==> src/rtl/rob_gen_pkg.sv <==
// Shared types and default widths for the parametrised reorder buffer.
// The channel structs describe each interface at the default widths.
// Optional build macro: ROB_RETIRE_BYPASS_EN (see rob_gen.sv).
package rob_gen_pkg;

    localparam int ROB_ENTRY_NUM_DEF          = 32;
    localparam int ROB_DP_NUM_DEF             = 2;
    localparam int ROB_CDB_NUM_DEF            = 2;
    localparam int ROB_RT_NUM_DEF             = 2;
    localparam int ROB_ARCH_REG_IDX_WIDTH_DEF = 5;
    localparam int ROB_TAG_IDX_WIDTH_DEF      = 6;
    localparam int ROB_PC_WIDTH_DEF           = 32;
    localparam int ROB_IDX_WIDTH_DEF          = $clog2(ROB_ENTRY_NUM_DEF);

    // One reorder buffer entry
    typedef struct packed {
        logic                                  valid;
        logic                                  complete;
        logic                                  br_predict;
        logic                                  br_result;
        logic [ROB_PC_WIDTH_DEF-1:0]           pc;
        logic [ROB_ARCH_REG_IDX_WIDTH_DEF-1:0] arch_reg;
        logic [ROB_TAG_IDX_WIDTH_DEF-1:0]      tag;
        logic [ROB_TAG_IDX_WIDTH_DEF-1:0]      tag_old;
    } ROB_ENTRY;

    // Dispatch -> ROB, one channel
    typedef struct packed {
        logic                                  dp_en;
        logic [ROB_PC_WIDTH_DEF-1:0]           pc;
        logic [ROB_ARCH_REG_IDX_WIDTH_DEF-1:0] arch_reg;
        logic [ROB_TAG_IDX_WIDTH_DEF-1:0]      tag;
        logic [ROB_TAG_IDX_WIDTH_DEF-1:0]      tag_old;
        logic                                  br_predict;
    } DP_ROB;

    // ROB -> dispatch, one channel
    typedef struct packed {
        logic rob_ready;
    } ROB_DP;

    // ROB -> reservation station, one channel
    typedef struct packed {
        logic [ROB_IDX_WIDTH_DEF-1:0] rob_idx;
    } ROB_RS;

    // Common data bus completion, one channel
    typedef struct packed {
        logic                         valid;
        logic [ROB_IDX_WIDTH_DEF-1:0] rob_idx;
        logic                         br_result;
    } CDB;

    // ROB -> architectural map table, one retire channel
    typedef struct packed {
        logic                                  valid;
        logic [ROB_ARCH_REG_IDX_WIDTH_DEF-1:0] arch_reg;
        logic [ROB_TAG_IDX_WIDTH_DEF-1:0]      tag;
    } ROB_AMT;

    // ROB -> free list, one retire channel
    typedef struct packed {
        logic                             valid;
        logic [ROB_TAG_IDX_WIDTH_DEF-1:0] tag_old;
    } ROB_FL;

endpackage

==> src/rtl/rob_gen_retire_sel.sv <==
// Retire selection over the head window of the reorder buffer.
// Produces a thermometer retire vector and a one-hot mispredict marker;
// retirement stops after the first mispredicted branch.
module rob_retire_sel #(
    parameter int RT_NUM = 2
) (
    input  logic [RT_NUM-1:0] win_valid,
    input  logic [RT_NUM-1:0] win_complete,
    input  logic [RT_NUM-1:0] win_br_predict,
    input  logic [RT_NUM-1:0] win_br_result,
    input  logic              hold,
    output logic [RT_NUM-1:0] rt_valid,
    output logic [RT_NUM-1:0] mp_hit
);

    logic chain;

    // Walk the window in program order; a not-ready entry or a mispredict ends the run
    always_comb begin
        rt_valid = '0;
        mp_hit   = '0;
        chain    = 1'b1;
        for (int k = 0; k < RT_NUM; k++) begin
            if (chain && win_valid[k] && win_complete[k]) begin
                rt_valid[k] = 1'b1;
                if (win_br_result[k] != win_br_predict[k]) begin
                    mp_hit[k] = 1'b1;
                    chain     = 1'b0;
                end
            end else begin
                chain = 1'b0;
            end
        end
        if (hold) begin
            rt_valid = '0;
            mp_hit   = '0;
        end
    end

endmodule

==> src/rtl/rob_gen.sv <==
// Parametrised reorder buffer with in-order mispredict detection at retire.
// Optional build macro ROB_RETIRE_BYPASS_EN: rob_ready_o also counts the slots
// retired in the same cycle (forced to 0 on flush cycles).
module rob_gen
    import rob_gen_pkg::*;
#(
    parameter int ENTRY_NUM          = ROB_ENTRY_NUM_DEF,
    parameter int DP_NUM             = ROB_DP_NUM_DEF,
    parameter int CDB_NUM            = ROB_CDB_NUM_DEF,
    parameter int RT_NUM             = ROB_RT_NUM_DEF,
    parameter int ARCH_REG_IDX_WIDTH = ROB_ARCH_REG_IDX_WIDTH_DEF,
    parameter int TAG_IDX_WIDTH      = ROB_TAG_IDX_WIDTH_DEF,
    parameter int PC_WIDTH           = ROB_PC_WIDTH_DEF,
    parameter int IDX_W              = $clog2(ENTRY_NUM)
) (
    input  logic                                 clk_i,
    input  logic                                 rst_i,
    input  logic [DP_NUM-1:0]                    dp_en_i,
    input  logic [DP_NUM*PC_WIDTH-1:0]           dp_pc_i,
    input  logic [DP_NUM*ARCH_REG_IDX_WIDTH-1:0] dp_arch_reg_i,
    input  logic [DP_NUM*TAG_IDX_WIDTH-1:0]      dp_tag_i,
    input  logic [DP_NUM*TAG_IDX_WIDTH-1:0]      dp_tag_old_i,
    input  logic [DP_NUM-1:0]                    dp_br_predict_i,
    output logic [DP_NUM-1:0]                    rob_ready_o,
    output logic [DP_NUM*IDX_W-1:0]              rob_idx_o,
    input  logic [CDB_NUM-1:0]                   cdb_valid_i,
    input  logic [CDB_NUM*IDX_W-1:0]             cdb_rob_idx_i,
    input  logic [CDB_NUM-1:0]                   cdb_br_result_i,
    output logic [RT_NUM-1:0]                    rt_valid_o,
    output logic [RT_NUM*ARCH_REG_IDX_WIDTH-1:0] rt_arch_reg_o,
    output logic [RT_NUM*TAG_IDX_WIDTH-1:0]      rt_tag_o,
    output logic [RT_NUM*TAG_IDX_WIDTH-1:0]      rt_tag_old_o,
    output logic [RT_NUM*PC_WIDTH-1:0]           rt_pc_o,
    output logic                                 br_flush_o,
    input  logic                                 exception_i
);

    localparam int PTR_W = IDX_W + 1;

    // Pointers carry an extra wrap bit so full and empty are distinct
    logic [PTR_W-1:0] head_reg, head_next;
    logic [PTR_W-1:0] tail_reg, tail_next;
    logic [PTR_W-1:0] count_w;
    logic [PTR_W-1:0] rt_cnt_w;
    logic [PTR_W-1:0] dp_cnt_w;

    // Per-entry status flags
    logic [ENTRY_NUM-1:0] valid_reg, valid_next;
    logic [ENTRY_NUM-1:0] complete_reg, complete_next;
    logic [ENTRY_NUM-1:0] br_predict_reg, br_predict_next;
    logic [ENTRY_NUM-1:0] br_result_reg, br_result_next;

    // Per-entry payload, written only at dispatch
    logic [PC_WIDTH-1:0]           pc_reg       [ENTRY_NUM];
    logic [ARCH_REG_IDX_WIDTH-1:0] arch_reg_reg [ENTRY_NUM];
    logic [TAG_IDX_WIDTH-1:0]      tag_reg      [ENTRY_NUM];
    logic [TAG_IDX_WIDTH-1:0]      tag_old_reg  [ENTRY_NUM];

    logic [IDX_W-1:0]  dp_idx_w  [DP_NUM];
    logic [IDX_W-1:0]  win_idx_w [RT_NUM];
    logic [RT_NUM-1:0] win_valid_w, win_complete_w, win_br_predict_w, win_br_result_w;
    logic [RT_NUM-1:0] rt_valid_w, mp_hit_w;
    logic [DP_NUM-1:0] dp_acc_w;
    logic              flush_w;

    assign count_w = tail_reg - head_reg;

    genvar gi;

    // Dispatch slot indices, one per channel starting at the tail
    for (gi = 0; gi < DP_NUM; gi++) begin : g_dp_idx
        assign dp_idx_w[gi]                    = tail_reg[IDX_W-1:0] + IDX_W'(gi);
        assign rob_idx_o[gi*IDX_W +: IDX_W]    = dp_idx_w[gi];
    end

    // Head window: the entries eligible to retire this cycle
    for (gi = 0; gi < RT_NUM; gi++) begin : g_win
        assign win_idx_w[gi]        = head_reg[IDX_W-1:0] + IDX_W'(gi);
        assign win_valid_w[gi]      = valid_reg[win_idx_w[gi]];
        assign win_complete_w[gi]   = complete_reg[win_idx_w[gi]];
        assign win_br_predict_w[gi] = br_predict_reg[win_idx_w[gi]];
        assign win_br_result_w[gi]  = br_result_reg[win_idx_w[gi]];
        assign rt_arch_reg_o[gi*ARCH_REG_IDX_WIDTH +: ARCH_REG_IDX_WIDTH] = arch_reg_reg[win_idx_w[gi]];
        assign rt_tag_o[gi*TAG_IDX_WIDTH +: TAG_IDX_WIDTH]                = tag_reg[win_idx_w[gi]];
        assign rt_tag_old_o[gi*TAG_IDX_WIDTH +: TAG_IDX_WIDTH]            = tag_old_reg[win_idx_w[gi]];
        assign rt_pc_o[gi*PC_WIDTH +: PC_WIDTH]                           = pc_reg[win_idx_w[gi]];
    end

    rob_retire_sel #(
        .RT_NUM (RT_NUM)
    ) u_retire_sel (
        .win_valid      (win_valid_w),
        .win_complete   (win_complete_w),
        .win_br_predict (win_br_predict_w),
        .win_br_result  (win_br_result_w),
        .hold           (exception_i),
        .rt_valid       (rt_valid_w),
        .mp_hit         (mp_hit_w)
    );

    assign rt_valid_o = rt_valid_w;
    assign br_flush_o = |mp_hit_w;
    assign flush_w    = br_flush_o | exception_i;

    // Free-slot check per dispatch channel
    always_comb begin
        int free_w;
        rob_ready_o = '0;
`ifdef ROB_RETIRE_BYPASS_EN
        free_w = ENTRY_NUM - int'(count_w) + int'(rt_cnt_w);
        for (int n = 0; n < DP_NUM; n++) begin
            rob_ready_o[n] = !flush_w && (free_w > n);
        end
`else
        free_w = ENTRY_NUM - int'(count_w);
        for (int n = 0; n < DP_NUM; n++) begin
            rob_ready_o[n] = (free_w > n);
        end
`endif
    end

    // Accepted dispatches and retire/dispatch counts; a flush drops all dispatch
    always_comb begin
        dp_acc_w = flush_w ? '0 : (dp_en_i & rob_ready_o);
        rt_cnt_w = '0;
        dp_cnt_w = '0;
        for (int k = 0; k < RT_NUM; k++) begin
            rt_cnt_w = rt_cnt_w + PTR_W'(rt_valid_w[k]);
        end
        for (int n = 0; n < DP_NUM; n++) begin
            dp_cnt_w = dp_cnt_w + PTR_W'(dp_acc_w[n]);
        end
        head_next = head_reg + rt_cnt_w;
        tail_next = flush_w ? head_next : (tail_reg + dp_cnt_w);
    end

    // Entry flag updates: retire clears, CDB completes, dispatch allocates, flush wipes
    always_comb begin
        valid_next      = valid_reg;
        complete_next   = complete_reg;
        br_predict_next = br_predict_reg;
        br_result_next  = br_result_reg;
        for (int k = 0; k < RT_NUM; k++) begin
            if (rt_valid_w[k]) begin
                valid_next[win_idx_w[k]] = 1'b0;
            end
        end
        // Ascending order so the highest channel wins on duplicate indices
        for (int c = 0; c < CDB_NUM; c++) begin
            if (cdb_valid_i[c] && valid_reg[cdb_rob_idx_i[c*IDX_W +: IDX_W]]) begin
                complete_next[cdb_rob_idx_i[c*IDX_W +: IDX_W]]  = 1'b1;
                br_result_next[cdb_rob_idx_i[c*IDX_W +: IDX_W]] = cdb_br_result_i[c];
            end
        end
        for (int n = 0; n < DP_NUM; n++) begin
            if (dp_acc_w[n]) begin
                valid_next[dp_idx_w[n]]      = 1'b1;
                complete_next[dp_idx_w[n]]   = 1'b0;
                br_predict_next[dp_idx_w[n]] = dp_br_predict_i[n];
                br_result_next[dp_idx_w[n]]  = 1'b0;
            end
        end
        if (flush_w) begin
            valid_next = '0;
        end
    end

    // Pointer and flag registers with synchronous active-low reset
    always_ff @(posedge clk_i) begin
        if (!rst_i) begin
            head_reg     <= '0;
            tail_reg     <= '0;
            valid_reg    <= '0;
            complete_reg <= '0;
        end else begin
            head_reg     <= head_next;
            tail_reg     <= tail_next;
            valid_reg    <= valid_next;
            complete_reg <= complete_next;
        end
    end

    // Branch flags need no reset: they are always rewritten on allocation
    always_ff @(posedge clk_i) begin
        br_predict_reg <= br_predict_next;
        br_result_reg  <= br_result_next;
    end

    // Payload storage written by accepted dispatch channels
    always_ff @(posedge clk_i) begin
        for (int n = 0; n < DP_NUM; n++) begin
            if (dp_acc_w[n]) begin
                pc_reg[dp_idx_w[n]]       <= dp_pc_i[n*PC_WIDTH +: PC_WIDTH];
                arch_reg_reg[dp_idx_w[n]] <= dp_arch_reg_i[n*ARCH_REG_IDX_WIDTH +: ARCH_REG_IDX_WIDTH];
                tag_reg[dp_idx_w[n]]      <= dp_tag_i[n*TAG_IDX_WIDTH +: TAG_IDX_WIDTH];
                tag_old_reg[dp_idx_w[n]]  <= dp_tag_old_i[n*TAG_IDX_WIDTH +: TAG_IDX_WIDTH];
            end
        end
    end

    // Dispatching into a slot that was not offered is a protocol error upstream
    always_ff @(posedge clk_i) begin
        if (rst_i) begin
            assert ((dp_en_i & ~rob_ready_o) == '0)
                else $error("rob_gen: dispatch enabled on a channel without rob_ready_o");
        end
    end

endmodule

==> config.mk <==
export PLATFORM = sky130hd
export DESIGN_NAME = rob_gen
export DESIGN_NICKNAME = d
export VERILOG_FILES = /design/src/rtl/rob_gen_pkg.sv /design/src/rtl/rob_gen_retire_sel.sv /design/src/rtl/rob_gen.sv
export SDC_FILE = /design/constraint.sdc
export NUM_CORES = 2
export LEC_CHECK = 0
export CORE_MARGIN = 3
export CORE_UTILIZATION = 41
export CTS_CLUSTER_DIAMETER = 50
export DETAILED_ROUTE_END_ITERATION = 12
export PLACE_DENSITY = 0.65
export SLEW_MARGIN = 20
export SYNTH_ARGS = -nofsm -noshare
export SYNTH_HDL_FRONTEND = slang
export SYNTH_SLANG_ARGS = --single-unit
export TNS_END_PERCENT = 1
==> constraint.sdc <==
create_clock -name clk_i -period 21.7 [get_ports clk_i]
set_clock_uncertainty 0.1 [all_clocks]
set_input_delay 2.17 -clock clk_i [delete_from_list [all_inputs] [get_ports clk_i]]
set_output_delay 2.17 -clock clk_i [all_outputs]
set_load 0.02 [all_outputs]
==> summary.txt <==
status - finished, final reports clean
post-synthesis sequential area ratio - 49.47%
M1 WL - 136500 µm
crit path buf inv count - 5
initial drt markers - 12.84k
Crit path max-delay family - buffers and inverters
leak pwr - 36.11 nW
first-pass detailed-route iteration total - 9
Synth area leader - edfxtp_1
I/O Pins - 232
root buffer cell - clkbuf_16
CTS tree - done
Netlist cell types - 79
CP dominant cell by count - buf_4
top cells by area, synth - edfxtp_1, mux4_2, mux2_2, nand2_1, dfxtp_1
Synth warnings - 0
fin. max-slew vios - 0
Mapped Area - 100800 µm²
Final Hold Fails - 0
wire length on met2 - 173400 µm
DPL Wire Length - 218700 µm
Detail Route Antenna Nets - 0
total gr overflow - 0
first-pass GRT wire length - 548000 µm
CTS Sinks - 1708
wire per inst - 38.16 µm
final hold slack - 0.4041 ns
CP cell instances - buf_4 > buf_4 > buf_4 > buf_4 > mux4_2 > a22oi_1 > nand4_1 > clkdlybuf4s50_1
fmax - 102.8 MHz
WP data arrival - 7.46 ns
clock-pin slew on the worst setup and hold paths - 0.06 ns
via count - 73.31k
Tmin final - 9.728 ns
unrepaired setup endpoints after global routing - no
Placed Instances - 9977
final core utilization - 45.64%
Die Height - 502.0 µm
CTS Buffer Depth - 3
post-synthesis register bit count - 1708
number of flops mapped to enable cells by yosys - 1568
Syn Inst Count - 7243
Peak VDD IR - 68.46 µV
Required @ worst endpoint - 19.43 ns
slowest CP cell - dfxtp_4
total clock buffers created by CTS - 202
setup TNS - 0 ns
worst hold path type - reg2reg
Starting Density - 41.35%
top_reg_cell synth - edfxtp_1
Least-Margin Pin Slew - 1.325 ns
max reg flops - 1024
# fillers - 21.13k
die width - 502.0 µm
Post-CTS Hold Fix Bufs - 0
Layout Cells excl Fill - 10.38k
RD Place Congestion - 0.9978
DRC viols - 0
CP Capture Type - output pin
most frequent cells in the layout - edfxtp_1, nand2_1, mux2_2, mux4_2, a22oi_1
Port-buffer cells - 231
Synth top area share - 46.69%
number of placement rows - 181
async set-or-reset flop fraction in the synthesized netlist - 0%
number of antenna violations at the first check in global routing - 39
H-Tree Depth - 4
largest net degree at the start of global routing - 163
pwr/cell area - 67.38 nW/µm²
Die ar. - 252000 µm²
total global-route track usage - 30.72%
max incr delay on CP - 0.95 ns
Layout area overhead - 10.38%
Max-Cap Viols - 0
Final Net Count - 7122
worst-skew pair later-pin latency - 0.86 ns
metal3 WL - 61730 µm
Setup Buffers After CTS - 0
Finished Cell Area - 111300 µm²
synthesized area per cell - 13.92 µm²
routed vias/inst - 7.062
Critical Path Fanout Max - 49
vias in the first global route - 70.29k
Final period util - 44.83%
top sig layer - met5
DP Area - 104800 µm²
commonest non-fill, non-tap cell in the layout - edfxtp_1
CTS resizes - 0
detailed-route wire length - 396100 µm
Max transition margin - 11.68%
type of origin of the critical path - flop
setup violators final - 0
Net Count, Synth - 7384
core area - 243900 µm²
layout cells sized above 1 - 36.40%
Worst Setup Path Type - reg2out
## layout make-up
| cell class | instances | area (µm²) | area share [%] |
|---|---|---|---|
| antenna | 29 | 72.57 | 0.06519 |
| clock buffer | 250 | 5384 | 4.836 |
| clock inverter | 122 | 1272 | 1.143 |
| inverter | 55 | 279.0 | 0.2506 |
| multi-input combinational | 4624 | 47170 | 42.37 |
| sequential | 1708 | 49900 | 44.82 |
| tap | 3202 | 4006 | 3.599 |
| timing repair buffer | 390 | 3239 | 2.910 |
## synthesized netlist by cell type, drive strengths merged, types with 6 or more instances
cell / number
nand2: 1368
dfxtp: 140
or3: 7
and3: 24
o221ai: 34
o21a: 21
clkbuf: 505
a22oi: 217
buf: 351
and2: 13
o22ai: 18
or3b: 7
nor3: 17
o311a: 29
nand3b: 14
mux2i: 72
o21ai: 63
nand4: 68
ha: 19
mux2: 1200
edfxtp: 1568
nand2b: 12
a222oi: 12
a31oi: 36
nor2b: 31
xnor2: 9
xor2: 9
mux4: 893
nor2: 159
nand3: 91
inv: 54
o211ai: 16
a32oi: 6
a21oi: 100
a22o: 7
## worst register-to-register path, stage by stage (launching register included)
cell	delay [ns]
dfxtp_4	0.95
buf_4	0.98
buf_4	0.92
fa_1	0.70
ha_1	0.31
nor2_1	0.04
o21ai_0	0.27
nand2b_1	0.16
a31oi_1	0.09
nor2_1	0.45
o211a_4	0.74
nand4_4	0.97
o21a_1	0.46
inv_4	0.45
buf_4	0.83
## through the flow
step	power [mW]	worst slack (ns)
after global routing	7.663	11.64
after floorplan	3.949	14.49
after detailed placement	4.094	12.74
after CTS	7.504	11.84
after global placement	4.086	12.81
final	7.501	11.97
## path summary, 6_finish.rpt
kind                          start                 to  slack [ns]  cells after the start
setup / recovery        head_reg[1]        rt_pc_o[10]       11.97                      8
hold / removal    br_predict_reg[7]  br_predict_reg[7]        0.40                      2
setup reg to reg        head_reg[1]      pc_reg[18][9]       12.82                     14
hold reg to reg   br_predict_reg[7]  br_predict_reg[7]        0.40                      2
## per-layer routing
metal / global-route usage (%) / vias up
met5: 0 / -
met4: 16.09 / 18
met3: 10.80 / 1334
met2: 45.43 / 6808
met1: 39.75 / 37360
li1: - / 27787
## logic make-up after synthesis
kind of cell,after synthesis,share of synthesized area [%]
AOI/OAI and AO/OA,594,4.191
xor gates and xnor gates,18,0.1638
adders and majority gates,22,0.2953
buffers and inverters,911,4.161
DFF,1708,49.47
muxes,2165,34.21
and+or+nand+nor,1825,7.514
## where the power goes
part / switching, mW / total, mW / leakage, nW / internal [mW]
combinational: 0.240 / 0.405 / 17.7 / 0.165
clock: 1.49 / 3.47 / 3.20 / 1.98
sequential: 0.0111 / 3.62 / 15.3 / 3.61
Power figures use the tool's default switching activity.
